===== config.mk =====
export PLATFORM = sky130hd
export DESIGN_NAME = playback_controller
export DESIGN_NICKNAME = d
export VERILOG_FILES = /design/src/rtl/playback_controller_pkg.sv /design/src/rtl/playback_controller_button_debouncer.sv /design/src/rtl/playback_controller.sv
export SDC_FILE = /design/constraint.sdc
export NUM_CORES = 1
export LEC_CHECK = 0
export ABC_AREA = 1
export CORE_ASPECT_RATIO = 1.25
export CORE_UTILIZATION = 45
export DETAILED_ROUTE_END_ITERATION = 12
export HOLD_SLACK_MARGIN = 0.05
export PLACE_DENSITY = 0.67
export SYNTH_ARGS = -nofsm -noshare
export SYNTH_HDL_FRONTEND = slang
export SYNTH_SLANG_ARGS = --single-unit

===== constraint.sdc =====
create_clock -name clk -period 3.3 [get_ports clk]
set_input_delay 0.33 -clock clk [delete_from_list [all_inputs] [get_ports clk]]
set_output_delay 0.33 -clock clk [all_outputs]
set_load 0.005 [all_outputs]

===== src/rtl/playback_controller_pkg.sv =====
// Shared constants for the playback controller.
// Speed limits, output widths and debouncer state encoding.
package playback_controller_pkg;
  localparam int SPEED_W = 8;
  localparam int FC_W = 16;
  localparam logic [SPEED_W-1:0] SPEED_MIN = 8'd1;
  localparam logic [SPEED_W-1:0] SPEED_MAX = 8'd6;
  localparam logic [SPEED_W-1:0] SPEED_RESET = 8'd3;

  typedef enum logic {
    IDLE_LOW = 1'b0,
    IDLE_HIGH = 1'b1
  } deb_state_t;
endpackage


===== src/rtl/playback_controller_button_debouncer.sv =====
// Raw button -> 2-FF sync -> debounce -> one-cycle press pulse.
// The debounced level flips after DEBOUNCE_CYCLES disagreeing cycles.
module button_debouncer
  import playback_controller_pkg::*;
#(
  parameter int DEBOUNCE_CYCLES = 50000
) (
  input  logic clk,
  input  logic rst,
  input  logic raw,
  output logic press
);
  localparam int CW = $clog2(DEBOUNCE_CYCLES + 1);
  localparam logic [CW-1:0] LAST = CW'(DEBOUNCE_CYCLES - 1);

  logic [1:0] sync;
  deb_state_t state;
  logic [CW-1:0] cnt;
  logic prev;
  logic lvl;

  assign lvl = (state == IDLE_HIGH);

  always_ff @(posedge clk or posedge rst) begin
    if (rst) begin
      sync <= 2'b00;
      state <= IDLE_LOW;
      cnt <= '0;
      prev <= 1'b0;
      press <= 1'b0;
    end else begin
      sync <= {sync[0], raw};
      if (sync[1] == lvl) begin
        cnt <= '0;
      end else if (cnt == LAST) begin
        cnt <= '0;
        state <= sync[1] ? IDLE_HIGH : IDLE_LOW;
      end else begin
        cnt <= cnt + 1'b1;
      end
      prev <= lvl;
      press <= lvl & ~prev;
    end
  end
endmodule


===== src/rtl/playback_controller.sv =====
// Buttons to speed / play-pause / pattern control for the animation path.
// Define PLAYBACK_AUTO_CYCLE_EN to auto-advance the pattern every N frames.
module playback_controller
  import playback_controller_pkg::*;
#(
  parameter int DEBOUNCE_CYCLES = 50000,
  parameter int NUM_PATTERNS = 4,
  parameter int FRAMES_PER_PATTERN = 256,
  parameter int PAT_W = 4
) (
  input  logic clk,
  input  logic rst,
  input  logic btn_up,
  input  logic btn_down,
  input  logic btn_play,
  input  logic btn_next,
  input  logic next_frame,
  output logic [SPEED_W-1:0] speed,
  output logic pause,
  output logic resume,
  output logic playing,
  output logic [PAT_W-1:0] pattern_sel,
  output logic [FC_W-1:0] frame_count
);
`ifdef PLAYBACK_AUTO_CYCLE_EN
  localparam bit AUTO_EN = 1'b1;
`else
  localparam bit AUTO_EN = 1'b0;
`endif
  localparam logic [PAT_W-1:0] PAT_LAST = PAT_W'(NUM_PATTERNS - 1);
  localparam logic [FC_W-1:0] FC_LAST = FC_W'(FRAMES_PER_PATTERN - 1);

  logic up_p, down_p, play_p, next_p;
  logic auto_adv;
  logic [PAT_W-1:0] pat_inc;

  button_debouncer #(.DEBOUNCE_CYCLES(DEBOUNCE_CYCLES)) u_up (
    .clk(clk), .rst(rst), .raw(btn_up), .press(up_p)
  );
  button_debouncer #(.DEBOUNCE_CYCLES(DEBOUNCE_CYCLES)) u_down (
    .clk(clk), .rst(rst), .raw(btn_down), .press(down_p)
  );
  button_debouncer #(.DEBOUNCE_CYCLES(DEBOUNCE_CYCLES)) u_play (
    .clk(clk), .rst(rst), .raw(btn_play), .press(play_p)
  );
  button_debouncer #(.DEBOUNCE_CYCLES(DEBOUNCE_CYCLES)) u_next (
    .clk(clk), .rst(rst), .raw(btn_next), .press(next_p)
  );

  assign auto_adv = AUTO_EN & next_frame & playing
                  & (frame_count == FC_LAST);
  assign pat_inc = (pattern_sel == PAT_LAST) ? '0
                 : pattern_sel + 1'b1;

  always_ff @(posedge clk or posedge rst) begin
    if (rst) begin
      speed <= SPEED_RESET;
      pause <= 1'b0;
      resume <= 1'b0;
      playing <= 1'b1;
      pattern_sel <= '0;
      frame_count <= '0;
    end else begin
      pause <= 1'b0;
      resume <= 1'b0;
      if (up_p && !down_p && speed != SPEED_MAX)
        speed <= speed + 1'b1;
      else if (down_p && !up_p && speed != SPEED_MIN)
        speed <= speed - 1'b1;
      // Frame is judged against the pre-toggle playing value.
      if (play_p) begin
        playing <= ~playing;
        pause <= playing;
        resume <= ~playing;
      end
      if (next_p || auto_adv) begin
        pattern_sel <= pat_inc;
        frame_count <= '0;
      end else if (next_frame && playing && frame_count != '1) begin
        frame_count <= frame_count + 1'b1;
      end
    end
  end
endmodule


# Word-level counts from Yosys, hierarchy flattened
# Index checks and enable logic that the tools add are counted.
# word_totals
output_inout_bits	31
ff_bits	115
elab_cells	92
input_bits	7
# op_classes
n_eq_ne	12
reduce_logical	14
addsub	8
n_bitwise	13
mux	19
# op_table
cell	n
$mux W16	10
$add A16 B1 Y16 const B	5
$eq A16 B16 Y1 const B	4
$mux W8	2
$ne A16 B16 Y1 const B	1
$not A1 Y1	9
$add A8 B1 Y8 const B	1
$ne A8 B1 Y1 const B	1
$ne A8 B3 Y1 const B	1
$reduce_and A2 Y1	4
$sub A8 B1 Y8 const B	1
$logic_and A1 B1 Y1	6
$mux W1	6
$add A4 B1 Y4 const B	1
$and A1 B1 Y1	4
$eq A1 B1 Y1	4
$eq A4 B2 Y1 const B	1
$mux W4	1
$reduce_bool A2 Y1	2
$logic_not A1 Y1	2

# Longest topological paths before layout
# Gate-level depths: netlist of the first run.
# depth
depth_word	5
ltp_mapped	10
depth_no_buf	10

# Modules after synthesis
# Synthesis of the first run repeated with hierarchy kept, for this count alone.
# unflattened
cells_unflattened	809
area_unflattened_um2	6352.3
# by_module_without_submodules
module	cells_per_inst	seq_area_each_um2	area_each_um2	instances
button_debouncer	127	525.5	1066.0	4
playback_controller	301	779.5	2088.3	1

# Worst setup path before layout of the first run
# Ideal clock, no wire load.
# synth_timing
path_kind	register to register
from	register frame_count[0]
to	register frame_count[9]
required_ns	3.181
arrival_time_ns	1.495
path_slack_ns	1.686
path_stages_with_launch	11
cell_sequence	dfrtp_1 > ha_1 > nand3_1 > inv_2 > nand2_2 > nor2_4 > nor2_4 > nor2_8 > buf_6 > nand2_1 > nand2_1
# synth_via
elab_chain_cells	3
elab_cells_between_ends	6
# synth_rtl
element	line_no	rtl
from (decl)	playback_controller.sv:23	output logic [FC_W-1:0] frame_count
from (signal assigned)	playback_controller.sv:80	frame_count <= frame_count + 1'b1;
$add A16 B1 Y16 or $ne A16 B16 Y1 (tied branches)	playback_controller.sv:80, playback_controller.sv:79	
$mux W16 or $logic_and A1 B1 Y1 (tied branches)	playback_controller.sv:79	end else if (next_frame && playing && frame_count != '1) begin
$mux W16 or $reduce_bool A2 Y1 (tied branches)	--	
# Several ways; a longest one is shown, not always the timed one. The select of a mux whose other input is x is not followed.
# A chain may end at the register's enable or synchronous reset.

# Final worst setup path of the first run
# layout_timing
from	register frame_count[0]
to	register frame_count[8]
# Same word-level chain as after synthesis.

==> results by group, run 1 <==
Run status
  – Status: finished clean

Drt
  – DR WL/cell: ~12 um
  – Initial DRC count: 232
  – First drt pass iteration count: 5
  – Via density: 5.10
  – WL final: ~12,000 um
  – DRC Markers: 0
  – Routed Antenna Nets: 0
  – Vias: 5,130

Finish
  – Commonest non-fill, non-tap cell in the layout: nand2_1
  – Diodes inserted: 0
  – Filler cells: 1,188
  – Most frequent cells in the layout: nand2_1, nor2_1, dfrtp_1, inv_1, nand3_1
  – Layout cells sized above 1: 0.0514
  – Area Overhead vs Synth: 18.6%
  – Nets: between 800 and 900
  – Post-route cell area: ~7000 sq um

Synthesis
  – Ys async rst share: 1.00
  – Post-Syn Area: 5990 sq um
  – Yosys warning total: 0
  – Seq/Total Area, Yosys: 0.481
  – Post-synth EDFFs: 0
  – Syn_area_per_cell: 7.78 sq um
  – Post-synth top flop: dfrtp_1
  – Register bit total from synthesis: approximately 120
  – Synth cell types: 31
  – Post-synth net total: between 700 and 800
  – Post-Synthesis Cells: 770

Die
  – Site Rows: 46
  – Width of the die: between 100 and 150 um
  – Core area: approximately 13,000 sq um
  – Die area: 13,800 sq um
  – # IOs: 38
  – Height of the die: roughly 130 um
  – Starting Density: 0.467

STA
  – Hold violation total from the final report: 0
  – Final setup viols: 0
  – Slew headroom: 0.535
  – Min cycle time layout: roughly 1.9 ns
  – RSZ-0062 raised after global routing: false
  – Pins Over Slew Limit: 0
  – Highest clock rate: about 530 MHz
  – Slew @ Worst Pin: 0.693 ns
  – Setup Skew: roughly 0.017 ns
  – Setup TNS: 0 ns
  – Tcrit/Tclk final: 0.567

Global routing
  – First-pass GRT wire length: about 22,000 um
  – Vias in the first global route: 5,033
  – Initial antenna violation count: 0
  – Total grt overflow: 0
  – GRT Total Usage: 0.196
  – Largest net degree at the start of global routing: 67

Critical path
  – CP Data Arrival Time: 2.16 ns
  – Crit Path Category: flip-flop to flip-flop
  – Data required, critical path: around 3.6 ns
  – CP top delay family: simple AND/OR/NAND/NOR gates
  – CP max FO: 17
  – Slowest-stage cell, CP: dfrtp_1
  – Worst-path cell chain: ha_1, nand3_1, inv_2, nand2_2, nor2_4, nor2_4, nor2_8, nand2_1, nand2_1
  – Max incr delay on CP: about 0.43 ns
  – Worst Setup End Kind: flip-flop
  – Worst Path Buf+Inv: 1
  – Crit path launch type: flip-flop

Place
  – Placer Congestion: ~0.90
  – IO Port Bufs: 37
  – Post-place instance area: between 6000 and 7000 sq um
  – Hpwl dp: slightly below 9000 um

Clocking
  – Clk pin slew, worst setup/hold paths: roughly 0.050 ns
  – CTS Buf Count: 17
  – H-tree levels: 4
  – Hold buffers post-CTS: 0
  – Sink Count: between 100 and 150
  – CTS tree: yes
  – Setup repair bufs after CTS: 0
  – Max clock buf depth: 2
  – Resize count post-CTS: 0
  – Clk Latency, worst-skew pair: ~0.41 ns
  – Root Buffer: clkbuf_16

Power and ir drop
  – Leakage: 3.27 nW
  – Power Dens Cells: roughly 440 nW/um^2
  – Peak VDD IR: ~0.00032 V

Job
  – Maxcap violations: 0

Worst hold path
  – Tightest Hold Check Type: input port to async pin
state kept, by name (all words and copies together) (netlist names), 4 cells and up:
| name | count |
|---|---|
| frame_count | 16 |
| pattern_sel | 4 |
| speed | 8 |
| u_down.cnt | 16 |
| u_next.cnt | 16 |
| u_play.cnt | 16 |
| u_up.cnt | 16 |
metrics by stage:
| step | util | power [W] | worst slack, ns | hold WS, ns | cells |
|---|---|---|---|---|---|
| after floorplan | - | 0.00152 | 1.57 | 0.331 | 770 |
| after CTS | 0.554 | 0.00319 | 1.41 | 0.345 | 1005 |
| after detailed placement | 0.513 | 0.00155 | 1.43 | 0.336 | 973 |
| after global routing | 0.554 | 0.00326 | 1.27 | 0.349 | 1005 |
| after global placement | 0.513 | 0.00154 | 1.51 | 0.333 | 973 |
| final | 0.554 | 0.00314 | 1.43 | 0.332 | 1005 |
area by class of cell:
cell class	instances	area [sq um]	share of cell area
clock buffer	26	499	0.0702
clock inverter	6	30.0	0.00422
inverter	89	338	0.0475
multi-input combinational	561	2740	0.386
sequential	115	2880	0.405
tap	168	210	0.0296
timing repair buffer	40	405	0.0570
report_power, final:
group	switching [W]	total, W	internal (W)
sequential	0.0000115	0.00144	0.00143
clock	0.000589	0.00162	0.00103
combinational	0.0000546	0.0000791	0.0000245
metal layers:
| metal | wire length (um) | global-route usage |
|---|---|---|
| met2 | 6180 | 0.350 |
| met1 | 5270 | 0.225 |
| met5 | 0 | 0 |
| met4 | 195 | 0.0944 |
| met3 | 440 | 0.0432 |
worst paths after layout:
kind / startpoint / endpoint / slack, ns / depth (start not counted)
setup / recovery: frame_count[0]$_DFFE_PP0P_ / frame_count[8]$_DFFE_PP0P_ / 1.43 / 9
hold / removal: rst / u_next.cnt[0]$_DFF_PP0_ / 0.33 / 2
setup reg to reg: frame_count[0]$_DFFE_PP0P_ / frame_count[8]$_DFFE_PP0P_ / 1.43 / 9
hold reg to reg: u_next.sync[0]$_DFF_PP0_ / u_next.sync[1]$_DFF_PP0_ / 0.34 / 0
max in group asynchronous: rst / speed[1]$_DFFE_PP1P_ / 2.22 / 3
min in group clk: u_next.sync[0]$_DFF_PP0_ / u_next.sync[1]$_DFF_PP0_ / 0.34 / 0
logic make-up after synthesis:
kind of cell,synth area share
and+or+nand+nor,0.339
DFF,0.481
buffers and inverters,0.0612
AOI/OAI and AO/OA,0.0397
xor gates and xnor gates,0.0585
adders and majority gates,0.0209
cell usage after synthesis, types with 2 or more instances:
| cell type | instances | share of area |
|---|---|---|
| or2_2 | 3 | 0.0031 |
| nor3_1 | 36 | 0.030 |
| nor3b_1 | 8 | 0.010 |
| nand3_1 | 53 | 0.044 |
| nand4_1 | 29 | 0.030 |
| inv_1 | 87 | 0.054 |
| o21bai_1 | 7 | 0.0088 |
| ha_1 | 10 | 0.021 |
| xor2_1 | 28 | 0.041 |
| a31oi_1 | 2 | 0.0021 |
| nor2_4 | 2 | 0.0038 |
| nand3b_1 | 3 | 0.0038 |
| o21ai_0 | 17 | 0.014 |
| nor2_1 | 134 | 0.084 |
| xnor2_1 | 12 | 0.018 |
| nand2_1 | 195 | 0.12 |
| dfrtp_1 | 112 | 0.47 |
| a21oi_1 | 16 | 0.013 |
| dfstp_2 | 3 | 0.013 |
| buf_2 | 2 | 0.0017 |
Power figures use the tool's default switching activity.
==> run 2, diff against run 1 <==
==> constraint.sdc (replaced) <==
create_clock -name clk -period 1.6 [get_ports clk]
set_input_delay 0.16 -clock clk [delete_from_list [all_inputs] [get_ports clk]]
set_output_delay 0.16 -clock clk [all_outputs]
set_load 0.005 [all_outputs]
==> run 2 against run 1 <==
Largest cell class is now multi-input gates. Sequential share of layout area is 4.1 points lower. Critical path type unchanged. The flow now finishes with violations (setup timing). Largest power group unchanged. Maximum frequency rose by 10%. Setup slack lost 1.5 ns. Combinational power grew 140%. Register-to-register slack got worse by 1.5 ns. Flip-flop and latch count stayed put. Power increased by 130%. Routed wire length up 13%. Global-route usage is 0.40 points higher.
==> results by group, run 2 (synthesis results as in run 1) <==
Run status
  – Status: complete, but fails checks (was finished clean)
  – Failing checks: setup timing

Finish
  – Commonest non-fill, non-tap cell in the layout: nand2_1 (unchanged)
  – Diodes inserted: 0 (unchanged)
  – Filler cells: 1,069 (was 1,188)
  – Nets: 904 (was 841)
  – Area Overhead vs Synth: 32.1% (was 18.6%)
  – Most frequent cells in the layout: nand2_1, nor2_1, dfrtp_1, inv_1, buf_4 (was nand2_1, nor2_1, dfrtp_1, inv_1, nand3_1)
  – Post-route cell area: 7920 sq um (was 7110 sq um)
  – Layout cells sized above 1: 0.162 (was 0.0514)

Critical path
  – Worst Setup End Kind: flip-flop (unchanged)
  – CP top delay family: simple AND/OR/NAND/NOR gates (unchanged)
  – Slowest-stage cell, CP: dfstp_2 (was dfrtp_1)
  – Max incr delay on CP: 0.59 ns (was 0.43 ns)
  – Crit path depth: 8 (was 9)
  – Most frequent CP cell: nand2_1
  – R2r worst-path depth: 8 (was 9)
  – Crit Path Category: flip-flop to flip-flop (unchanged)
  – CP max FO: 5 (was 17)
  – Worst-path cell chain: buf_6, nand3_1, nor3_1, nand2_2, nand2_2, nand2_1, nand2_1, nand2_1 (was ha_1, nand3_1, inv_2, nand2_2, nor2_4, nor2_4, nor2_8, nand2_1, nand2_1)
  – Data required, critical path: 1.90 ns (was 3.59 ns)
  – Crit path launch type: flip-flop (unchanged)
  – CP Data Arrival Time: 1.99 ns (was 2.16 ns)
  – Worst Path Buf+Inv: 1 (unchanged)

STA
  – Hold violation total from the final report: 0 (unchanged)
  – RSZ-0062 raised after global routing: true (was false)
  – Min cycle time layout: 1.70 ns (was 1.87 ns)
  – Final setup viols: 1 (was 0)
  – Setup Skew: 0.00611 ns (was 0.0166 ns)
  – Tcrit/Tclk final: 1.06 (was 0.567)
  – Pins Over Slew Limit: 0 (unchanged)
  – Highest clock rate: 589 MHz (was 534 MHz)
  – Final WS setup: -0.0978 ns (was 1.43 ns)
  – Slew headroom: 0.676 (was 0.535)
  – Slew @ Worst Pin: 0.483 ns (was 0.693 ns)

Job
  – Maxcap violations: 0 (unchanged)

Drt
  – DR WL/cell: 12.7 um (was 12.0 um)
  – Initial DRC count: 276 (was 232)
  – WL final: 13,600 um (was 12,100 um)
  – Vias: 5,396 (was 5,130)
  – DRC Markers: 0 (unchanged)
  – Via density: 5.05 (was 5.10)
  – First drt pass iteration count: 5 (unchanged)
  – Routed Antenna Nets: 0 (unchanged)

Global routing
  – Largest net degree at the start of global routing: 39 (was 67)
  – Routing usage on met1: 0.236 (was 0.225)
  – GR Util met3: 0.0451 (was 0.0432)
  – Most Crowded Layer GR: met2 (unchanged)
  – GR Util met2: 0.357 (was 0.350)
  – Total grt overflow: 0 (unchanged)
  – GRT Total Usage: 0.200 (was 0.196)
  – First-pass GRT wire length: 21,900 um (was 21,800 um)
  – Initial antenna violation count: 0 (unchanged)
  – Vias in the first global route: 5,084 (was 5,033)

Power and ir drop
  – Power Dens Cells: 894 nW/um^2 (was 441 nW/um^2)
  – Peak VDD IR: 0.000540 V (was 0.000317 V)
  – Leakage: 3.78 nW (was 3.27 nW)

Clocking
  – Root Buffer: clkbuf_16 (unchanged)
  – Sink Count: 115 (unchanged)
  – Hold buffers post-CTS: 0 (unchanged)
  – CTS Buf Count: 17 (unchanged)
  – CTS tree: yes (unchanged)
  – Clk Latency, worst-skew pair: 0.41 ns (about the same)
  – Clk pin slew, worst setup/hold paths: 0.05 ns (about the same)
  – Max clock buf depth: 2 (unchanged)
  – H-tree levels: 4 (unchanged)

Die
  – Site Rows: 46 (unchanged)
  – Core area: 12,800 sq um (unchanged)
  – # IOs: 38 (unchanged)
  – Height of the die: 131 um (unchanged)
  – Starting Density: 0.467 (unchanged)
  – Die area: 13,800 sq um (unchanged)
  – Width of the die: 105 um (unchanged)

Place
  – Hpwl dp: 9270 um (was 8670 um)
  – Placer Congestion: 0.929 (was 0.904)
  – DP Worst Slack: -0.0579 ns (was 1.43 ns)
  – Post-place instance area: 6930 sq um (was 6580 sq um)
  – IO Port Bufs: 37 (unchanged)

Worst hold path
  – Tightest Hold Check Type: input port to async pin (unchanged)
## run 2: cell count changes in the layout (fill, tap and decap cells not counted), moves of 4 or more
cell	before	now
ha_1	10	5
nor2_2	1	5
bufinv_16	0	4
clkdlybuf4s50_1	37	28
o21ai_0	17	13
nand3_1	53	48
nand2_1	195	184
dlymetal6s2s_1	0	6
buf_4	2	49
nor2_1	134	128
nand2_2	1	12
buf_6	0	13
## run 2: per-layer routing
layer | vias up | wire length, um | share of wire
li1 | 2699 | - | -
met1 | 2574 | 5880 | 0.43
met2 | 106 | 7090 | 0.52
met3 | 17 | 453 | 0.033
met4 | 0 | 180 | 0.013
met5 | - | 0 | 0
## run 2: worst paths after layout
check	from	end	slack, ns
worst max-delay path	speed[0]$_DFFE_PP1P_	speed[7]$_DFFE_PP0P_	-0.1
worst min-delay path	rst	u_play.sync[0]$_DFF_PP0_	0.1
worst max register to register	speed[0]$_DFFE_PP1P_	speed[7]$_DFFE_PP0P_	-0.1
worst min register to register	u_play.sync[0]$_DFF_PP0_	u_play.sync[1]$_DFF_PP0_	0.35
max in group asynchronous	rst	playing$_DFFE_PP1P_	0.93
min in group clk	btn_next	u_next.sync[0]$_DFF_PP0_	0.19
## run 2: timing repair
item | in CTS | in global routing
endpoints found under the setup margin | 35 | 47
setup buffers | 6 | 11
pin swaps | 1 | 18
cloned | 0 | 1
resized for setup | 7 | 62
## run 2: cell type report
cell class              count  area [sq um]  share of cell area
flip-flops and latches    115          2880               0.364
clock buffers              21           460              0.0582
multi-input cells         562          2910               0.368
inverters                  89           338              0.0427
repair buffers            102           956               0.121
well taps                 168           210              0.0266
clock inverters            11           158              0.0199
## run 2: stage by stage
stage / hold WS [ns] / power, W / cells / util / TNS [ns]
2_1_floorplan: 0.191 / 0.00313 / 770 / - / 0
3_3_place_gp: 0.338 / 0.00321 / 1018 / 0.540 / 0
3_5_place_dp: 0.339 / 0.00321 / 1018 / 0.540 / -0.827
4_1_cts: 0.0905 / 0.00718 / 1056 / 0.594 / -0.0102
5_1_grt: 0.112 / 0.00733 / 1068 / 0.617 / -0.491
6_report: 0.0967 / 0.00708 / 1068 / 0.617 / -0.0978
## run 2: report_power, final
part           switching [W]  total (W)  internal (W)  leakage (nW)
Combinational       0.000120   0.000188     0.0000683          1.91
Sequential         0.0000250    0.00297       0.00295          1.56
Clock                0.00125    0.00392       0.00267         0.306
Total                0.00140    0.00708       0.00568          3.78
==> run 3, diff against run 2 <==
--- a/config.mk
+++ b/config.mk
@@ -6,6 +6,7 @@
 export NUM_CORES = 1
 export LEC_CHECK = 0
 export ABC_AREA = 1
+export CAP_MARGIN = 0
 export CORE_ASPECT_RATIO = 1.25
 export CORE_UTILIZATION = 45
 export DETAILED_ROUTE_END_ITERATION = 12
==> results of run 3 <==
Same layout as run 2: the final DEF is identical, and so are final timing and power.
